## src/rtl/ccu_pkg.sv

```systemverilog
// Shared definitions for the CCU snoop path:
// CR response bit positions, AC snoop opcodes and the fan-out state encoding.
package ccu_pkg;

    localparam int unsigned CrDataTransfer = 0;
    localparam int unsigned CrError        = 1;
    localparam int unsigned CrPassDirty    = 2;
    localparam int unsigned CrIsShared     = 3;
    localparam int unsigned CrWasUnique    = 4;

    localparam logic [3:0] SnpReadShared   = 4'b0001;
    localparam logic [3:0] SnpReadUnique   = 4'b0111;
    localparam logic [3:0] SnpCleanInvalid = 4'b1001;
    localparam logic [3:0] SnpMakeInvalid  = 4'b1101;

    typedef enum logic [1:0] {
        ST_IDLE,
        ST_SNOOP,
        ST_RESP,
        ST_FWD_CD
    } ccu_state_e;

endpackage

```

## src/rtl/ccu_snoop_src_sel.sv

```systemverilog
// Picks the CD data owner: lowest-index port still holding data.
// Pure combinational priority encoder with a valid flag.
module ccu_snoop_src_sel
    import ccu_pkg::*;
#(
    parameter int unsigned NoMstPorts = 4,
    parameter int unsigned IdxWidth   = 2
) (
    input  logic [NoMstPorts-1:0] i_pend,
    output logic                  o_valid,
    output logic [IdxWidth-1:0]   o_idx
);

    // scan from the top so the lowest set bit wins
    always_comb begin
        o_valid = |i_pend;
        o_idx   = '0;
        for (int i = int'(NoMstPorts) - 1; i >= 0; i--) begin
            if (i_pend[i]) begin
                o_idx = IdxWidth'(i);
            end
        end
    end

endmodule

```

## src/rtl/ccu_snoop_fanout.sv

```systemverilog
// Broadcasts one AC snoop to all masters but the initiator, merges their CR
// responses and forwards the CD beats of one owner while draining the rest.
module ccu_snoop_fanout
    import ccu_pkg::*;
#(
    parameter int unsigned NoMstPorts = 4,
    parameter int unsigned AddrWidth  = 64,
    parameter int unsigned DataWidth  = 64,
    localparam int unsigned IdxWidth  =
        (NoMstPorts > 1) ? $clog2(NoMstPorts) : 1
) (
    input  logic                            clk_i,
    input  logic                            rst_ni,
    input  logic                            ac_valid_i,
    output logic                            ac_ready_o,
    input  logic [AddrWidth-1:0]            ac_addr_i,
    input  logic [3:0]                      ac_snoop_i,
    input  logic [2:0]                      ac_prot_i,
    input  logic [IdxWidth-1:0]             initiator_i,
    output logic [NoMstPorts-1:0]           mst_ac_valid_o,
    input  logic [NoMstPorts-1:0]           mst_ac_ready_i,
    output logic [AddrWidth-1:0]            mst_ac_addr_o,
    output logic [3:0]                      mst_ac_snoop_o,
    output logic [2:0]                      mst_ac_prot_o,
    input  logic [NoMstPorts-1:0]           mst_cr_valid_i,
    output logic [NoMstPorts-1:0]           mst_cr_ready_o,
    input  logic [NoMstPorts*5-1:0]         mst_cr_resp_i,
    input  logic [NoMstPorts-1:0]           mst_cd_valid_i,
    output logic [NoMstPorts-1:0]           mst_cd_ready_o,
    input  logic [NoMstPorts*DataWidth-1:0] mst_cd_data_i,
    input  logic [NoMstPorts-1:0]           mst_cd_last_i,
    output logic                            cr_valid_o,
    input  logic                            cr_ready_i,
    output logic [4:0]                      cr_resp_o,
    output logic                            cr_data_avail_o,
    output logic                            cd_valid_o,
    input  logic                            cd_ready_i,
    output logic [DataWidth-1:0]            cd_data_o,
    output logic                            cd_last_o
);

    ccu_state_e             r_state;
    logic                   r_ac_ready;
    logic [AddrWidth-1:0]   r_addr;
    logic [3:0]             r_snoop;
    logic [2:0]             r_prot;
    logic [NoMstPorts-1:0]  r_ac_pend;
    logic [NoMstPorts-1:0]  r_cr_pend;
    logic [NoMstPorts-1:0]  r_cd_pend;
    logic [4:0]             r_resp;
    logic [IdxWidth-1:0]    r_src;

    logic [NoMstPorts-1:0]  w_target;
    logic [NoMstPorts-1:0]  w_ac_hs;
    logic [NoMstPorts-1:0]  w_cr_rdy;
    logic [NoMstPorts-1:0]  w_cr_hs;
    logic [NoMstPorts-1:0]  w_dt;
    logic [4:0]             w_resp_or;
    logic [NoMstPorts-1:0]  w_ac_pend_nxt;
    logic [NoMstPorts-1:0]  w_cr_pend_nxt;
    logic [NoMstPorts-1:0]  w_cd_pend_snp;
    logic [NoMstPorts-1:0]  w_cd_rdy;
    logic [NoMstPorts-1:0]  w_cd_done;
    logic [NoMstPorts-1:0]  w_cd_pend_fwd;
    logic [DataWidth-1:0]   w_cd_data [NoMstPorts];
    logic                   w_snoop;
    logic                   w_fwd;
    logic                   w_src_act;
    logic                   w_sel_valid;
    logic [IdxWidth-1:0]    w_sel_idx;

    assign w_snoop = (r_state == ST_SNOOP);
    assign w_fwd   = (r_state == ST_FWD_CD);

    // every port except the requester is a snoop target
    always_comb begin
        w_target = '0;
        for (int i = 0; i < NoMstPorts; i++) begin
            w_target[i] = (IdxWidth'(i) != initiator_i);
        end
    end

    // AC/CR handshakes and the OR-merge of this cycle's responses
    always_comb begin
        w_ac_hs   = '0;
        w_cr_rdy  = '0;
        w_cr_hs   = '0;
        w_dt      = '0;
        w_resp_or = '0;
        for (int i = 0; i < NoMstPorts; i++) begin
            w_ac_hs[i]  = w_snoop & r_ac_pend[i] & mst_ac_ready_i[i];
            w_cr_rdy[i] = w_snoop & r_cr_pend[i] & ~r_ac_pend[i];
            w_cr_hs[i]  = w_cr_rdy[i] & mst_cr_valid_i[i];
            if (w_cr_hs[i]) begin
                w_resp_or = w_resp_or | mst_cr_resp_i[5*i +: 5];
                w_dt[i]   = mst_cr_resp_i[5*i + CrDataTransfer];
            end
        end
    end

    assign w_ac_pend_nxt = r_ac_pend & ~w_ac_hs;
    assign w_cr_pend_nxt = r_cr_pend & ~w_cr_hs;
    assign w_cd_pend_snp = r_cd_pend | w_dt;

    ccu_snoop_src_sel #(
        .NoMstPorts (NoMstPorts),
        .IdxWidth   (IdxWidth)
    ) u_src_sel (
        .i_pend  (w_cd_pend_snp),
        .o_valid (w_sel_valid),
        .o_idx   (w_sel_idx)
    );

    // unpack CD data so the owner can be picked by index
    always_comb begin
        for (int i = 0; i < NoMstPorts; i++) begin
            w_cd_data[i] = mst_cd_data_i[i*DataWidth +: DataWidth];
        end
    end

    // owner follows the FSM's ready; other data holders are drained
    always_comb begin
        w_cd_rdy = '0;
        for (int i = 0; i < NoMstPorts; i++) begin
            if (w_fwd && r_cd_pend[i]) begin
                w_cd_rdy[i] = (IdxWidth'(i) == r_src) ? cd_ready_i : 1'b1;
            end
        end
    end

    assign w_cd_done     = w_cd_rdy & mst_cd_valid_i & mst_cd_last_i;
    assign w_cd_pend_fwd = r_cd_pend & ~w_cd_done;
    assign w_src_act     = w_fwd & r_cd_pend[r_src];

    assign ac_ready_o      = r_ac_ready;
    assign mst_ac_valid_o  = r_ac_pend;
    assign mst_ac_addr_o   = r_addr;
    assign mst_ac_snoop_o  = r_snoop;
    assign mst_ac_prot_o   = r_prot;
    assign mst_cr_ready_o  = w_cr_rdy;
    assign mst_cd_ready_o  = w_cd_rdy;
    assign cr_valid_o      = (r_state == ST_RESP);
    assign cr_resp_o       = cr_valid_o ? r_resp : 5'b0;
    assign cr_data_avail_o = cr_valid_o & (|r_cd_pend);
    assign cd_valid_o      = w_src_act & mst_cd_valid_i[r_src];
    assign cd_data_o       = w_src_act ? w_cd_data[r_src] : '0;
    assign cd_last_o       = w_src_act & mst_cd_last_i[r_src];

    // snoop transaction sequencer
    always_ff @(posedge clk_i or negedge rst_ni) begin
        if (!rst_ni) begin
            r_state    <= ST_IDLE;
            r_ac_ready <= 1'b0;
            r_addr     <= '0;
            r_snoop    <= '0;
            r_prot     <= '0;
            r_ac_pend  <= '0;
            r_cr_pend  <= '0;
            r_cd_pend  <= '0;
            r_resp     <= '0;
            r_src      <= '0;
        end else begin
            unique case (r_state)
                ST_IDLE: begin
                    if (ac_valid_i && r_ac_ready) begin
                        r_addr     <= ac_addr_i;
                        r_snoop    <= ac_snoop_i;
                        r_prot     <= ac_prot_i;
                        r_ac_pend  <= w_target;
                        r_cr_pend  <= w_target;
                        r_cd_pend  <= '0;
                        r_resp     <= '0;
                        r_ac_ready <= 1'b0;
                        r_state    <= (w_target == '0) ? ST_RESP
                                                       : ST_SNOOP;
                    end else begin
                        r_ac_ready <= 1'b1;
                    end
                end
                ST_SNOOP: begin
                    r_ac_pend <= w_ac_pend_nxt;
                    r_cr_pend <= w_cr_pend_nxt;
                    r_cd_pend <= w_cd_pend_snp;
                    r_resp    <= r_resp | w_resp_or;
                    if (w_ac_pend_nxt == '0 && w_cr_pend_nxt == '0) begin
                        r_src   <= w_sel_valid ? w_sel_idx : '0;
                        r_state <= ST_RESP;
                    end
                end
                ST_RESP: begin
                    if (cr_ready_i) begin
                        if (r_cd_pend != '0) begin
                            r_state <= ST_FWD_CD;
                        end else begin
                            r_state    <= ST_IDLE;
                            r_ac_ready <= 1'b1;
                        end
                    end
                end
                ST_FWD_CD: begin
                    r_cd_pend <= w_cd_pend_fwd;
                    if (w_cd_pend_fwd == '0) begin
                        r_state    <= ST_IDLE;
                        r_ac_ready <= 1'b1;
                    end
                end
                default: begin
                    r_state <= ST_IDLE;
                end
            endcase
        end
    end

endmodule

```

## config.mk

```make
export PLATFORM = sky130hd
export DESIGN_NAME = ccu_snoop_fanout
export DESIGN_NICKNAME = d
export VERILOG_FILES = /design/src/rtl/ccu_pkg.sv /design/src/rtl/ccu_snoop_src_sel.sv /design/src/rtl/ccu_snoop_fanout.sv
export SDC_FILE = /design/constraint.sdc
export NUM_CORES = 1
export LEC_CHECK = 0
export ABC_CLOCK_PERIOD_IN_PS = 2200
export BUFFER_PORTS_ARGS = -buffer_cell sky130_fd_sc_hd__buf_2
export CORE_AREA = 2 2 205 207
export DETAILED_ROUTE_END_ITERATION = 12
export DIE_AREA = 0 0 207 209
export SLEW_MARGIN = 10
export SYNTH_ARGS = -nofsm -noshare
export SYNTH_HDL_FRONTEND = slang
export SYNTH_SLANG_ARGS = --single-unit
```

## constraint.sdc

```tcl
create_clock -name clk_i -period 2.2 [get_ports clk_i]
set_clock_uncertainty 0.1 [all_clocks]
set_input_delay 0.22 -clock clk_i [delete_from_list [all_inputs] [get_ports clk_i]]
set_output_delay 0.22 -clock clk_i [all_outputs]
set_load 0.01 [all_outputs]
```

# [Word level (Yosys, flattened, before mapping)]
# Index checks and enable logic that the tools add are counted.
# Widths: inputs -> output; s select.
[word_totals] input_bits=370 wordCells=144 register_bits=93 out_inout_bits=157
[classes] muxes=51 bitwise=42 order_cmp=2 eq_ne=14 n_reduce_logical=25
[op_table] operator="$mux 64" count=3
[op_table] operator="$bmux 64 s2" count=1
[op_table] operator="$mux 5" count=6
[op_table] operator="$and 1x1->1" count=24
[op_table] operator="$mux 2" count=11
[op_table] operator="$and 4x4->4" count=5
[op_table] operator="$or 5x5->5" count=4
[op_table] operator="$mux 1" count=19
[op_table] operator="$logic_not 4->1" count=4
[op_table] operator="$pmux 4 s2" count=2
[op_table] operator="$not 4->4" count=3
[op_table] operator="$pmux 4 s3" count=1
[op_table] operator="$pmux 5 s2" count=1
[op_table] operator="$mux 4" count=2
[op_table] operator="$pmux 2 s4" count=1
[op_table] operator="$reduce_and 2->1" count=4
[op_table] operator="$reduce_and 4->1" count=2
[op_table] operator="$reduce_or 4->1" count=2
[op_table] operator="$bmux 1 s2" count=3
[op_table] operator="$logic_and 1x1->1" count=6
[op_table] operator="$ne 2x1->1 const B" count=3
[op_table] operator="$reduce_bool 3->1" count=2
[op_table] operator="$eq 2x2->1 const A" count=2
[op_table] operator="$eq 2x2->1 const B" count=2
[op_table] operator="other kinds (14)" count=21

# [Longest topological paths before layout]
[depth] depth_word=13 depth_mapped=7 depth_no_buf=4

# [Hierarchy]
# A second synthesis with hierarchy kept.
[unflattened] hier_cells=636 area_unflattened_um2=6187.2
[modules_own_cells] module="ccu_snoop_fanout" instances=1 cells_per_inst=629 area_each_um2=6152.2
[modules_own_cells] module="ccu_snoop_src_sel" instances=1 cells_per_inst=7 area_each_um2=35.0

# [Worst setup path after synthesis]
# OpenSTA, ideal clock, no wires.
[synth_timing] kind="register -> output" startpoint="register r_src[1]" endpoint="output cd_data_o[34]" n_path_buf=3 required_time_ps=1880 t_arrival_ps=1560 stages_incl_launch_ff=6 setup_slack_ps=320 cell_sequence="dfrtp_1 buf_2 buf_2 clkbuf_1 mux4_2 and3_1"
[synth_via] elab_chain_len=5 word_cells_on_any_way=8 classes_between="6 x mux; 2 x bitwise"
[synth_lines] item="from (decl)" line_no="ccu_snoop_fanout.sv:51" rtl="logic [IdxWidth-1:0] r_src;"
[synth_lines] item="from (signal assigned)" line_no="ccu_snoop_fanout.sv:186" rtl="r_src <= w_sel_valid ? w_sel_idx : '0;"
[synth_lines] item="$not 2->3 (not written as such)" line_no="ccu_snoop_fanout.sv:146" rtl="assign cd_data_o = w_src_act ? w_cd_data[r_src] : '0;"
[synth_lines] item="$bmux 64 s2" line_no="ccu_snoop_fanout.sv:146"
[synth_lines] item="$mux 64 (not written as such) (2 in a row)" line_no="ccu_snoop_fanout.sv:146"
[synth_lines] item="$mux 64 *" line_no="ccu_snoop_fanout.sv:146"
[synth_lines] item="to (decl)" line_no="ccu_snoop_fanout.sv:38" rtl="output logic [DataWidth-1:0] cd_data_o,"
# Mark *: on every way between the ends. The rest lies on a longest branch, timed or not. The select of a mux whose other input is x is not followed.

# [Worst setup path in the final report]
[layout_timing] startpoint="register r_src[0]" endpoint="output cd_data_o[54]"
# The elaborated chain is that of the path after synthesis.

==> run_results.csv <==
group,metric,value,unit
setup_path,criticalPathCategory,"flip-flop to primary output",
timing,final_max_slew_viol_count,0,
global_route,antenna_found_initial,40,
clocking,cts_root_buf,"clkbuf_16",
detailed_routing,drt-initial-drc-count,649,
timing,fin_crit,2370,ps
layout,fillers,4429,
global_route,gr-total-overflow,0,
layout,nNetsFinal,1621,
pwr,pwr-share-seq,25.5,%
layout,final_common_cell,"buf_2",
clocking,cts_buffers,9,
synthesis,seq_area_frac_synth,37.8,%
global_route,grt_start_max_net_pins,69,
setup_path,crit_end,"cd_data_o[54]",
timing,fin_crit_sh,108,%
detailed_routing,final_antenna_net_count,0,
timing,setup_viol,66,
setup_path,timing.rr.end,"mst_ac_addr_o[18]",
detailed_routing,drc,0,
synthesis,synthArstFlopShare,100,%
pwr,vdd_drop_max,0.000561,V
layout,drive_gt1_share,53.5,%
synthesis,synth_area_leaders,"dfrtp_1, mux4_2, nand2_1, and3_1, clkbuf_1",
pwr,internal_power,6.97,mW
synthesis,postSynthNetCount,1002,
pwr,cellPowerDensity,1110,mW/mm²
synthesis,yosysUniqueCellTypes,47,
timing,clock.fmax,422,MHz
die,coreArea,0.0413,mm²
global_route,grt_pass1_vias,7935,
synthesis,synth_edf_count,0,
pwr,power.leakage,5.87,nW
clocking,clock_path_buffers,2,
layout,multiInputGateArea,0.00360,mm²
global_route,grt_pass1_wl,53000,µm
job,cap_violations,0,
clocking,insertion_delay,350,ps
timing,whs,58.5,ps
timing,slew_headroom,62.0,%
status,outcome,"finished with violations",
timing,worst_slew_pin_slew,568,ps
setup_path,r2r_slack,190,ps
pwr,comb_power_share,60.9,%
setup_path,r2r_start,"r_state[1]",
place,dp_hpwl,30400,µm
place,portBuffers,526,
detailed_routing,routedWlPerCell,20.6,µm
timing,hold_viol_final,0,
clocking,cts_tree,"built",
pwr,p_sw,5.20,mW
synthesis,ys_ff_latch,93,
timing,rsz0062_at_grt,"yes",
status,violations,"setup timing",
place,gp_congestion,0.979,
synthesis,syn_avg_cell_area,9.75,µm²
die,fp.dieH,209,µm
synthesis,syn-cell-area,0.00616,mm²
setup_path,required,1880,ps
layout,layout_common_cells,"buf_2, nand2_1, dfrtp_1",
setup_path,r2r_cells,7,
die,die_width,207,µm
detailed_routing,num_vias,7844,
die,io-pin-count,527,
layout,fin_util,26.7,%
die,start_util,14.9,%
global_route,grt_use_total,16.5,%
pwr,p_sw_share,42.7,%
synthesis,yosysTopAreaCellShare,37.8,%
synthesis,ys.flop_type,"dfrtp_1",
timing,setup_ws,-170,ps
clocking,cts.clk_slew.worst_paths,70,ps
clocking,cts_max_level,3,
synthesis,syn_inst,632,
pwr,pwr-share-clk,13.7,%
setup_path,cp-startpoint,"r_src[0]",
setup_path,crit_arrival,2050,ps
die,core.rowCount,75,
synthesis,ys_warn_count,0,
detailed_routing,drt_wl_total,37300,µm
detailed_routing,avgViaCountPerCell,4.33,
layout,register_area,0.00234,mm²
synthesis,synth_top_cell_by_area,"dfrtp_1",
setup_path,start_kind,"flip-flop",
min_path,hp-class,"primary input to flip-flop",
detailed_routing,drt_first_pass_iters,5,
min_path,hp-start,"mst_ac_ready_i[2]",
layout,syn2layout_area_growth,78.6,%
clocking,clock-sinks,93,
die,dieArea,0.0433,mm²
setup_path,crit_fanout,16,
setup_path,worst_setup_path_end_kind,"primary output",
==> state kept, by name, indices dropped and copies added, names as in the netlist <==
register,count
mst_ac_prot_o,3
mst_ac_addr_o,64
mst_ac_valid_o,4
r_state,2
r_resp,5
mst_ac_snoop_o,4
r_cd_pend,4
r_src,2
ac_ready_o,1
r_cr_pend,4
==> metal layers <==
| metal | vias up | global-route usage [%] | wire length [µm] |
|---|---|---|---|
| li1 | 3510 | - | - |
| met1 | 3753 | 18.0 | 13200 |
| met2 | 476 | 28.8 | 19100 |
| met3 | 91 | 5.03 | 3270 |
| met4 | 14 | 8.72 | 1660 |
| met5 | - | 0 | 104 |
==> power groups by stage <==
| stage | combinational (mW) | clock, mW | sequential, mW |
|---|---|---|---|
| floorplan | 3.83 | 0 | 3.27 |
| global placement | 7.01 | 0 | 3.07 |
| detailed placement | 7.11 | 0 | 3.09 |
| CTS | 7.30 | 1.72 | 3.09 |
| global route | 8.06 | 1.79 | 3.20 |
| finish | 7.42 | 1.66 | 3.10 |
==> cells by family (layout without fill, tap and decap cells) <==
kind of cell    after synthesis  in the layout  synth area share (%)
mux                          67             67                  24.5
flops                        93             93                  37.8
simple gates                360            360                  27.3
buf+inv                      61            685                  4.12
compound gates               51             51                  6.39
other cells                   0             18                     0
==> critical path: stages (launching register included) <==
cell and delay (ps):
dfrtp_4 430, buf_12 170, buf_16 190, mux4_2 510
and3_1 230, buf_2 150
==> stage by stage <==
stage                     power, mW  cell area (µm²)  cells  TNS (ps)  worst slack (ps)
final                          12.2            11000   1813     -9020              -170
after detailed placement       10.2             9690   1685         0               129
after global routing           13.1            11000   1812    -12820              -235
after CTS                      12.1            10900   1794    -10970              -196
after global placement         10.1             9690   1685         0               190
after floorplan                7.11             6160    632         0               320
==> how the worst min path moves through the flow <==
stage / endpoint / slack [ps] / cells after the start
2_1_floorplan: ac_ready_o / -180 / 0
3_3_place_gp: mst_ac_addr_o[42] / 90 / 1
3_5_place_dp: mst_ac_addr_o[26] / 90 / 1
4_1_cts: mst_ac_valid_o[2] / 40 / 4
5_1_grt: r_resp[0] / 70 / 3
6_report: mst_ac_valid_o[2] / 60 / 4
==> synth_stat cells, types with 2 or more instances <==
cell type and number:
o41ai_1 2, buf_2 14, nand2_1 233, o31ai_2 2, a311oi_1 2, a22oi_1 11, nand3b_1 4, nor3b_1 4
nand3_1 9, nor2b_1 2, nand2b_1 4, o21ai_0 7, dfrtp_1 93, and4bb_2 2, a21boi_0 2, o21ai_1 4
a21oi_1 2, a22o_1 4, nand4_1 4, and3_1 67, inv_1 7, nor4_1 2, buf_4 2, and2_1 11
a31oi_1 4, clkbuf_1 37, mux4_2 67, nor2_1 10, a21o_1 2
==> area by class of cell <==
| class | instances | share of cell area, % |
|---|---|---|
| Clock inverter | 6 | 0.625 |
| Multi-Input combinational cell | 478 | 32.7 |
| Tap cell | 539 | 6.12 |
| Sequential cell | 93 | 21.2 |
| Antenna cell | 18 | 0.409 |
| Timing Repair Buffer | 662 | 36.6 |
| Clock buffer | 10 | 2.17 |
| Inverter | 7 | 0.239 |
==> what timing repair did <==
| action | in CTS | in global routing |
|---|---|---|
| setup buffers | 5 | 0 |
| resized for setup | 2 | 5 |
| endpoints found under the setup margin | 66 | 71 |
| hold buffers | 88 | 0 |
| pin swaps | 0 | 1 |
| hold endpoints to repair | 103 | 0 |
| gates cloned | 0 | 1 |
No activity file was read; power rests on OpenSTA's default activity.
